--- src/rtl/sccb_pkg.sv ---
// Shared types for the OV7670 SCCB register-access block: FSM states,
// i2c master command flag bundle and the camera's default device ID.
package sccb_pkg;

    localparam logic [6:0] OV7670_DEV_ADDR = 7'h21;

    typedef enum logic [3:0] {
        IDLE,
        W_CMD,
        W_ADDR,
        W_VAL,
        R_CMD0,
        R_ADDR,
        R_GAP,
        R_CMD1,
        R_WAIT,
        GAP,
        RESP
    } state_t;

    typedef struct packed {
        logic start;
        logic read;
        logic write;
        logic write_multiple;
        logic stop;
    } cmd_flags_t;

    // Command flags presented while the FSM sits in a command state.
    function automatic cmd_flags_t cmd_flags_for(input state_t s);
        cmd_flags_t f;
        f = '0;
        case (s)
            W_CMD: begin
                f.start          = 1'b1;
                f.write_multiple = 1'b1;
                f.stop           = 1'b1;
            end
            R_CMD0: begin
                f.start = 1'b1;
                f.write = 1'b1;
                f.stop  = 1'b1;
            end
            R_CMD1: begin
                f.start = 1'b1;
                f.read  = 1'b1;
                f.stop  = 1'b1;
            end
            default: f = '0;
        endcase
        return f;
    endfunction

endpackage

--- src/rtl/sccb_reg_access.sv ---
// OV7670 register access over SCCB: turns one register request into the
// command/data sequence for an AXI-stream i2c master, with gaps and timeouts.
module sccb_reg_access
    import sccb_pkg::*;
#(
    parameter logic [6:0]  DEV_ADDR       = OV7670_DEV_ADDR,
    parameter int unsigned GAP_CYCLES     = 500,
    parameter int unsigned TIMEOUT_CYCLES = 1000000
) (
    input  logic       clk,
    input  logic       reset_,

    input  logic       req_valid,
    output logic       req_ready,
    input  logic       req_write,
    input  logic [7:0] req_addr,
    input  logic [7:0] req_wdata,

    output logic       rsp_valid,
    output logic [7:0] rsp_rdata,
    output logic       rsp_timeout,
    output logic       busy,

    output logic [6:0] s_axis_cmd_address,
    output logic       s_axis_cmd_start,
    output logic       s_axis_cmd_read,
    output logic       s_axis_cmd_write,
    output logic       s_axis_cmd_write_multiple,
    output logic       s_axis_cmd_stop,
    output logic       s_axis_cmd_valid,
    input  logic       s_axis_cmd_ready,

    output logic [7:0] s_axis_data_tdata,
    output logic       s_axis_data_tvalid,
    input  logic       s_axis_data_tready,
    output logic       s_axis_data_tlast,

    input  logic [7:0] m_axis_data_tdata,
    input  logic       m_axis_data_tvalid,
    output logic       m_axis_data_tready,
    input  logic       m_axis_data_tlast
);

    localparam int unsigned CNT_MAX = (GAP_CYCLES > TIMEOUT_CYCLES) ? GAP_CYCLES : TIMEOUT_CYCLES;
    localparam int unsigned CNT_W   = $clog2(CNT_MAX + 1);
    localparam logic [CNT_W-1:0] GAP_LOAD = CNT_W'(GAP_CYCLES - 1);
    localparam logic [CNT_W-1:0] TO_LOAD  = CNT_W'(TIMEOUT_CYCLES - 1);

    state_t           state, state_next;
    logic [CNT_W-1:0] cnt, cnt_next;
    logic [7:0]       addr_q, wdata_q;

    logic             accept, capture, abort;
    cmd_flags_t       flags_q, flags_next;
    logic             cmd_valid_next, tvalid_next, tlast_next;
    logic [7:0]       tdata_next;

    logic             unused;
    assign unused = m_axis_data_tlast;

    always_comb begin
        state_next = state;
        cnt_next   = (cnt != '0) ? cnt - CNT_W'(1) : cnt;
        accept     = 1'b0;
        capture    = 1'b0;
        abort      = 1'b0;

        case (state)
            IDLE: begin
                if (req_valid && req_ready) begin
                    accept     = 1'b1;
                    state_next = req_write ? W_CMD : R_CMD0;
                end
            end
            W_CMD:  if (s_axis_cmd_ready)        state_next = W_ADDR; else if (cnt == '0) abort = 1'b1;
            W_ADDR: if (s_axis_data_tready)      state_next = W_VAL;  else if (cnt == '0) abort = 1'b1;
            W_VAL:  if (s_axis_data_tready)      state_next = GAP;    else if (cnt == '0) abort = 1'b1;
            R_CMD0: if (s_axis_cmd_ready)        state_next = R_ADDR; else if (cnt == '0) abort = 1'b1;
            R_ADDR: if (s_axis_data_tready)      state_next = R_GAP;  else if (cnt == '0) abort = 1'b1;
            R_GAP:  if (cnt == '0)               state_next = R_CMD1;
            R_CMD1: if (s_axis_cmd_ready)        state_next = R_WAIT; else if (cnt == '0) abort = 1'b1;
            R_WAIT: begin
                if (m_axis_data_tvalid) begin
                    capture    = 1'b1;
                    state_next = GAP;
                end else if (cnt == '0) begin
                    abort = 1'b1;
                end
            end
            GAP:     if (cnt == '0) state_next = RESP;
            RESP:    state_next = IDLE;
            default: state_next = IDLE;
        endcase

        if (abort) state_next = GAP;

        // One counter serves both gap timing and handshake timeouts; reload on every state change.
        if (state_next != state) begin
            case (state_next)
                GAP, R_GAP: cnt_next = GAP_LOAD;
                IDLE, RESP: cnt_next = '0;
                default:    cnt_next = TO_LOAD;
            endcase
        end

        // Interface outputs are decoded from the next state so they register alongside it.
        flags_next     = cmd_flags_for(state_next);
        cmd_valid_next = (state_next == W_CMD) || (state_next == R_CMD0) || (state_next == R_CMD1);
        tvalid_next    = (state_next == W_ADDR) || (state_next == W_VAL) || (state_next == R_ADDR);
        tlast_next     = (state_next == W_VAL) || (state_next == R_ADDR);
        case (state_next)
            W_ADDR, R_ADDR: tdata_next = addr_q;
            W_VAL:          tdata_next = wdata_q;
            default:        tdata_next = '0;
        endcase
    end

    always_ff @(posedge clk or negedge reset_) begin
        if (!reset_) begin
            state              <= IDLE;
            cnt                <= '0;
            addr_q             <= '0;
            wdata_q            <= '0;
            flags_q            <= '0;
            s_axis_cmd_valid   <= 1'b0;
            s_axis_cmd_address <= '0;
            s_axis_data_tdata  <= '0;
            s_axis_data_tvalid <= 1'b0;
            s_axis_data_tlast  <= 1'b0;
            m_axis_data_tready <= 1'b0;
            req_ready          <= 1'b0;
            busy               <= 1'b0;
            rsp_valid          <= 1'b0;
            rsp_rdata          <= '0;
            rsp_timeout        <= 1'b0;
        end else begin
            state              <= state_next;
            cnt                <= cnt_next;
            flags_q            <= flags_next;
            s_axis_cmd_valid   <= cmd_valid_next;
            s_axis_cmd_address <= DEV_ADDR;
            s_axis_data_tdata  <= tdata_next;
            s_axis_data_tvalid <= tvalid_next;
            s_axis_data_tlast  <= tlast_next;
            m_axis_data_tready <= 1'b1;
            req_ready          <= (state_next == IDLE);
            busy               <= (state_next != IDLE);
            rsp_valid          <= (state_next == RESP);
            if (accept) begin
                addr_q      <= req_addr;
                wdata_q     <= req_wdata;
                rsp_rdata   <= '0;
                rsp_timeout <= 1'b0;
            end
            if (capture) rsp_rdata   <= m_axis_data_tdata;
            if (abort)   rsp_timeout <= 1'b1;
        end
    end

    assign s_axis_cmd_start          = flags_q.start;
    assign s_axis_cmd_read           = flags_q.read;
    assign s_axis_cmd_write          = flags_q.write;
    assign s_axis_cmd_write_multiple = flags_q.write_multiple;
    assign s_axis_cmd_stop           = flags_q.stop;

endmodule

--- config.mk ---
export PLATFORM = sky130hd
export DESIGN_NAME = sccb_reg_access
export DESIGN_NICKNAME = d
export VERILOG_FILES = /design/src/rtl/sccb_pkg.sv /design/src/rtl/sccb_reg_access.sv
export SDC_FILE = /design/constraint.sdc
export NUM_CORES = 1
export LEC_CHECK = 0
export ABC_AREA = 1
export CAP_MARGIN = 15
export CORE_UTILIZATION = 58
export CTS_BUF_LIST = sky130_fd_sc_hd__clkbuf_2
export CTS_CLUSTER_SIZE = 20
export DETAILED_ROUTE_END_ITERATION = 10
export GPL_TIMING_DRIVEN = 0
export PLACE_DENSITY = 0.89
export RECOVER_POWER = 25
export SETUP_SLACK_MARGIN = 0.5
export SYNTH_ARGS = -nofsm -noshare
export SYNTH_HDL_FRONTEND = slang
export SYNTH_SLANG_ARGS = --single-unit
--- constraint.sdc ---
create_clock -name clk -period 4.9 [get_ports clk]
set_clock_uncertainty 0.15 [all_clocks]
set_input_delay 0.98 -clock clk [delete_from_list [all_inputs] [get_ports clk]]
set_output_delay 0.98 -clock clk [all_outputs]
set_load 0.1 [all_outputs]
Yosys cells after proc, flatten, opt, wreduce, memory -nomap -nowiden
Cells that the tools add are included.
- register bits: 69
- output and inout bits: 36
- input port bits: 32
- word-level logic and storage cells: 93
- muxes and demuxes: 34
- reductions and logical operators: 20
- equal/unequal tests: 19
- add/sub/neg operators: 1
- operators with widths (kind ; count):
    $mux 4 ; 11
    $mux 20 ; 2
    $pmux 20 s2 ; 1
    $pmux 4 s10 ; 1
    $eq 4x3->1 const B ; 8
    $logic_not 20->1 ; 1
    $reduce_bool 20->1 ; 1
    $sub 20x1->20 const B ; 1
    $eq 4x2->1 const B ; 4
    $eq 4x4->1 const B ; 4
    $mux 8 ; 2
    $pmux 8 s2 ; 1
    $mux 1 ; 14
    $reduce_or 3->1 ; 3
    $eq 4x1->1 const B ; 2
    $logic_not 4->1 ; 2
    $reduce_bool 2->1 ; 3
    $reduce_or 2->1 ; 3
    $logic_or 1x1->1 ; 5
    $ne 4x4->1 ; 1
    $reduce_bool 4->1 ; 1
    $mux 3 ; 1
    $pmux 1 s3 ; 1
    $logic_and 1x1->1 ; 1

Depth between registers and ports, before layout
Gate-level depths: netlist of run 1.
- depth after elaboration: 9
- mapped depth: 19
- mapped depth without buffers: 18

Worst setup path after synthesis of run 1
No wires, ideal clock.
- path type: register to register
- start point: reg req_ready
- end point: reg cnt[0]
- clock period less this slack: 2610 ps
- path buffers: 1
- data arrival time: 2343 ps
- stages on the path, launching flop included: 15
- data required time: 4633 ps
- library setup time: 117 ps
- path slack: 2290 ps
- cell sequence: dfrtp_1 nand3_1 nor2_4 nand2_1 o21ai_0 nand3_1 nand2_1 nand2_1 nor2_4 nand2_2 buf_4 nand2_2 nand2_1 nand2_1 nand2_1
- word-level cells in the longest chain between the ends: 8
- elaborated cells on any way between the ends: 14
- classes of those cells: 4 x eq/ne; 5 x mux; 5 x reduce/logical
- RTL lines (item ; line ; text):
    start: declaration ; sccb_reg_access.sv:14 ; output logic req_ready,
    start signal: assignment ; sccb_reg_access.sv:146 ; req_ready <= (state_next == IDLE);
    $logic_and 1x1->1 (*) ; sccb_reg_access.sv:70 ; if (req_valid && req_ready) begin
    $mux 4 (*) ; sccb_reg_access.sv:70 ;
    $pmux 4 s10 (*) ; sccb_reg_access.sv:68 ; case (state)
    $mux 4 (*) ; sccb_reg_access.sv:95 ; if (abort) state_next = GAP;
    $eq 4x4->1, or another cell as far along ; sccb_reg_access.sv:99 ; case (state_next)
    $reduce_or 2->1 ; sccb_reg_access.sv:99 ;
    $pmux 20 s2 ; sccb_reg_access.sv:99 ;
    $mux 20 ; sccb_reg_access.sv:98 ; if (state_next != state) begin
    end signal: assignment ; sccb_reg_access.sv:138 ; cnt <= cnt_next;
    end: declaration ; sccb_reg_access.sv:50 ; logic [CNT_W-1:0] cnt, cnt_next;
Mark *: on every way between the ends. The rest lies on a longest branch, timed or not.
A chain may end at the register's enable or synchronous reset.

==> flow_summary.ini, run 1 <==
[outcome]
status = finished, final reports clean

[yosys]
synth_top_area_share_pct = 49.1
synth-edff-count = 0
syn-cell-area_mm2 = 0.00341
synth_seq_cells = 67
synth_most_common_cell = nand2_1
ys_warn_count = 0
synthFlopType = dfrtp_1
synthTopCellsByCount = nand2_1, dfrtp_1, nand3_1, inv_1, nor2_1
async_flop_share_pct = 100
synth_cell_types = 28
syn_area_per_cell_um2 = 7.93
netlist_instances = 430
synth_area_leaders = dfrtp_1, nand2_1, nand3_1
seq_area_frac_synth_pct = 49.1
synth_largest_area_cell = dfrtp_1

[power_and_ir_drop]
powerDensity_mw_per_mm2 = 742
leakage_nw = 2.20
peakVddDrop_v = 0.000518
power_mw = 3.16

[timing]
worstMarginPinSlew_ps = 998
finalSetupTns_ps = 0
finalHoldViolCount = 0
rsz0062_at_grt = no
relSlewSlack_pct = 33.3
setup_viol = 0
max_freq_mhz = 303
min_period_ps = 3300
slew_viol_final = 0
finalCritPeriodShare_pct = 67.3

[floorplan]
coreArea_mm2 = 0.00557
io_pins = 68
initial_core_util_pct = 61.2
fp-row-count = 27
die_area_mm2 = 0.00619
die_w_um = 78.7
die_h_um = 78.7

[setup_path]
crit_path_start = s_axis_cmd_stop
r2r-start = cnt[0]
arrival_ps = 2170
reg2regPathDepth = 16
critPathKind = flip-flop to output port
ff2ff_setup_slack_ps = 2170
worstPathRequired_ps = 3770
r2r-end = cnt[16]
crit_path_end_kind = output port
path_max_fanout = 3
start_kind = flip-flop
crit_end = s_axis_cmd_valid

[routing]
avgViaCountPerCell = 5.18
vias = 3021
ant_nets = 0
drcViolationCount = 0
wire_per_inst_um = 12.5
wl_um = 7290
drtIter0Drc = 206
first_pass_iters = 4

[placed_design]
io_buffer_count = 61
dpl-instance-area_mm2 = 0.00413
dp.final_hpwl_um = 5370
place.gp.congestion = 0.881

[grt]
gr-total-overflow = 0
grt_pass1_vias = 2944
grt_start_max_net_pins = 68
grt_usage_pct = 26.9
grt_pass1_wl_um = 13000
antenna_found_initial = 0

[cells_and_area]
drive_above_1_share_pct = 11.5
areaGrowthSynthToFinish_pct = 24.6
final_core_util_pct = 76.3
final_area_mm2 = 0.00425
final_nets = 539
diodes = 0

[min_path]
hold_class = flip-flop to flip-flop

[clock_tree]
cts_tree = built
insertion_delay_ps = 500
path_clk_slew_ps = 240
clockBufferDepth = 2
cts_buffers = 9
ctsHtreeMaxLevel = 3
clock-sinks = 67
cts_root_buf = clkbuf_2
postCtsHoldBufs = 0
cts_setup_buffers = 0
cts.repair.resized = 0

[flow_run]
max-cap-violations = 0
-- layer usage --
layer | global-route usage, % | vias up | part of all wire, %
li1 | - | 1496 | -
met1 | 35.1 | 1431 | 43
met2 | 44.4 | 83 | 51
met3 | 7.01 | 11 | 4.9
met4 | 7.04 | 0 | 1.1
met5 | 0 | - | 0
-- placed cells by master (no fill, tap or decap), drive strengths merged --
cell type	n
a21oi	10
clkbuf	13
nand3	54
nor3	10
xor2	10
o21ai	18
clkdlybuf4s50	60
o31ai	1
nand2	137
dfrtp	67
ha	1
conb	6
xnor2	6
bufinv	1
clkinv	6
nor2	45
and2	1
inv	45
nand4	4
buf	16
-- critical path, stage by stage (launching register included) --
cell	delay (ps)
dfrtp_1	440
buf_4	120
clkdlybuf4s50_1	1120
-- cell families (layout without fill, tap and decap cells) --
logic type / after synthesis / in the layout / share of synthesized area, %
other: 2 / 6 / 0.220
adders and majority gates: 1 / 1 / 0.367
buffers and inverters: 64 / 141 / 8.43
and+or+nand+nor: 251 / 251 / 33.4
DFF: 67 / 67 / 49.1
xor gates and xnor gates: 16 / 16 / 4.11
AOI/OAI and AO/OA: 29 / 29 / 4.33
-- power breakdown --
group	internal [mW]	switching, mW	leakage [nW]
Sequential	0.769	0.139	0.863
Combinational	0.529	1.38	1.26
Clock	0.126	0.218	0.0775
Total	1.42	1.73	2.20
-- through the flow --
stage	worst slack [ps]	hold slack (ps)	cells
3_3_place_gp	500	301	567
2_1_floorplan	2290	292	434
5_1_grt	1480	360	583
3_5_place_dp	1540	309	567
6_report	1600	342	583
4_1_cts	1570	335	583
-- worst min-delay path by stage --
stage                    from                    to  slack (ps)  cells past startpoint
CTS                 addr_q[0]  s_axis_data_tdata[0]         330                      2
global route        addr_q[0]  s_axis_data_tdata[0]         360                      2
finish              addr_q[0]  s_axis_data_tdata[0]         340                      2
floorplan           addr_q[0]             addr_q[0]         290                      2
detailed placement  addr_q[2]             addr_q[2]         310                      2
global placement    addr_q[2]  s_axis_data_tdata[2]         300                      2
-- registers in the layout, indices dropped and copies added (netlist names), 4 cells and up --
register	cells
cnt	20
addr_q	8
rsp_rdata	8
s_axis_data_tdata	8
wdata_q	8
state	4
-- layout make-up --
cell class / instances / area (um^2)
buffer: 19 / 118
clock buffer: 9 / 45.0
fill: 400 / 1320
multi-input combinational: 303 / 1460
timing repair buffer: 61 / 608
clock inverter: 7 / 82.6
inverter: 45 / 170
sequential: 67 / 1680
tap: 72 / 90.1
No activity file was read; power rests on OpenSTA's default activity.
==> run 2: changes to the inputs <==
CORE_UTILIZATION = 48   (was 58)
PLACE_DENSITY = 0.79   (was 0.89)
clock period = 2.7 ns   (was 4.9 ns; I/O delays follow)
==> flow_summary.ini, run 2 (same netlist as run 1, synthesis figures left out) <==
[timing]
relSlewSlack_pct = 43.5
max_freq_mhz = 408
setup_viol = 0
rsz0062_at_grt = yes
finalCritPeriodShare_pct = 90.8
finalHoldViolCount = 0
slew_viol_final = 0
worstMarginPinSlew_ps = 847
min_period_ps = 2450

[outcome]
status = finished, final reports clean

[setup_path]
ff2ff_setup_slack_ps = 250
slowest_delay_ps = 490
slowest_stage = dfrtp_1
start_kind = flip-flop
path_max_fanout = 8
critPathKind = flip-flop to flip-flop
cp_common_cell = nor2_4
worstPathRequired_ps = 3000
crit_path_end_kind = flip-flop
arrival_ps = 2750
worstPathCellList = nor2_4 -> nand2_2 -> nor2_4 -> buf_6 -> nand4_1 -> nand2_2 -> clkinv_2 -> nand3_4 -> buf_12 -> nor2_4 -> nand2_4 -> nand2_4 -> nor2_4 -> nand2_8 -> a21oi_2

[cells_and_area]
fin_cells = 661
mostFrequentLayoutCells = nand2_1, dfrtp_1, buf_4
mostFrequentLayoutCell = nand2_1
areaGrowthSynthToFinish_pct = 52.8
final_nets = 593
largest_reg_flops = 20
drive_above_1_share_pct = 40.4
final_area_mm2 = 0.00522
final_core_util_pct = 76.3
diodes = 0
regMostFlops = cnt

[routing]
first_pass_iters = 5
drcViolationCount = 0
avgViaCountPerCell = 5.12
wire_per_inst_um = 14.3
wl_um = 9430
ant_nets = 0
drtIter0Drc = 261
vias = 3383

[floorplan]
fp-row-count = 30
initial_core_util_pct = 49.9
die_area_mm2 = 0.00745
die_h_um = 86.3
coreArea_mm2 = 0.00683
die_w_um = 86.3
io_pins = 68

[placed_design]
place.gp.congestion = 0.887
io_buffer_count = 61
dp.final_hpwl_um = 5460
placedCellCount = 591
dpl-instance-area_mm2 = 0.00421

[clock_tree]
cts_tree = built
path_clk_slew_ps = 240
cts_buffers = 9
clock-sinks = 67
ctsHtreeMaxLevel = 3
insertion_delay_ps = 530
cts_root_buf = clkbuf_2
clockBufferDepth = 2

[grt]
grt_pass1_wl_um = 15300
grt_start_max_net_pins = 68
grt_usage_pct = 26.7
grt_pass1_vias = 3373
antenna_found_initial = 0
gr-total-overflow = 0

[flow_run]
max-cap-violations = 0

[min_path]
hold_class = flip-flop to flip-flop
==> run 2: cell types whose count changed in the layout (fill, tap and decap cells not counted), sizes merged <==
cell / previous run / this run
clkdlybuf4s50: 60 / 29
buf: 16 / 83
clkdlybuf4s18: 0 / 1
dlygate4sd3: 0 / 1
clkbuf: 13 / 16
inv: 45 / 43
clkdlybuf4s15: 0 / 13
bufinv: 1 / 4
clkinv: 6 / 5
==> run 2: critical path: cells and delay by family (launching register included) <==
family	cells	cell delay, ps
buffers and inverters	3	320
DFF	1	490
and+or+nand+nor	11	1260
AOI/OAI and AO/OA	1	140
==> run 2: layout make-up <==
class	instances	area, um^2
Buffer	19	150
Clock buffer	9	45.0
Clock inverter	7	149
Fill cell	463	1620
Inverter	45	176
Multi-Input combinational cell	303	1870
Sequential cell	67	1690
Tap cell	96	120
Timing Repair Buffer	115	1020
==> run 2: worst paths after layout <==
check                      cells after the start                   end      start
min in group asynchronous                      2               cnt[14]     reset_
min                                            2  s_axis_data_tdata[1]  addr_q[1]
max reg2reg                                   15               cnt[18]     cnt[5]
max in group asynchronous                      2             req_ready     reset_
min reg2reg                                    2  s_axis_data_tdata[1]  addr_q[1]
max                                           15               cnt[18]     cnt[5]
==> run 2: repair_timing <==
item,in CTS,in global routing
setup buffers,43,8
resized for setup,197,56
cloned,2,0
hold buffers,1,0
endpoints found under the setup margin,63,50
pin swaps,23,17
hold endpoints to repair,15,0
==> run 2: metrics by stage <==
stage | hold slack (ps) | setup slack (ps) | setup TNS [ps]
2_1_floorplan | 94.4 | 507 | 0
5_1_grt | 377 | 163 | 0
6_report | 341 | 249 | 0
3_3_place_gp | 302 | -1690 | -87150
3_5_place_dp | 309 | -276 | -5420
4_1_cts | 350 | 426 | 0
==> run 2: routing by layer <==
layer	global-route usage [%]	up-vias	wire length (um)
met2	48.6	130	5040
li1	-	1607	-
met5	0	-	0
met1	31.0	1609	3600
met3	4.86	37	441
met4	10.6	0	347
Power of run 2 is left out: the tool's default activity adds up to more than one toggle a clock period on the data nets, which glitch-free logic cannot reach.
==> run 3: changes to the inputs <==
RECOVER_POWER = unset   (was 25)
==> results of run 3 <==
Final layout, timing and power as in run 2 (identical DEF).
Power of run 3 is left out for the same reason.
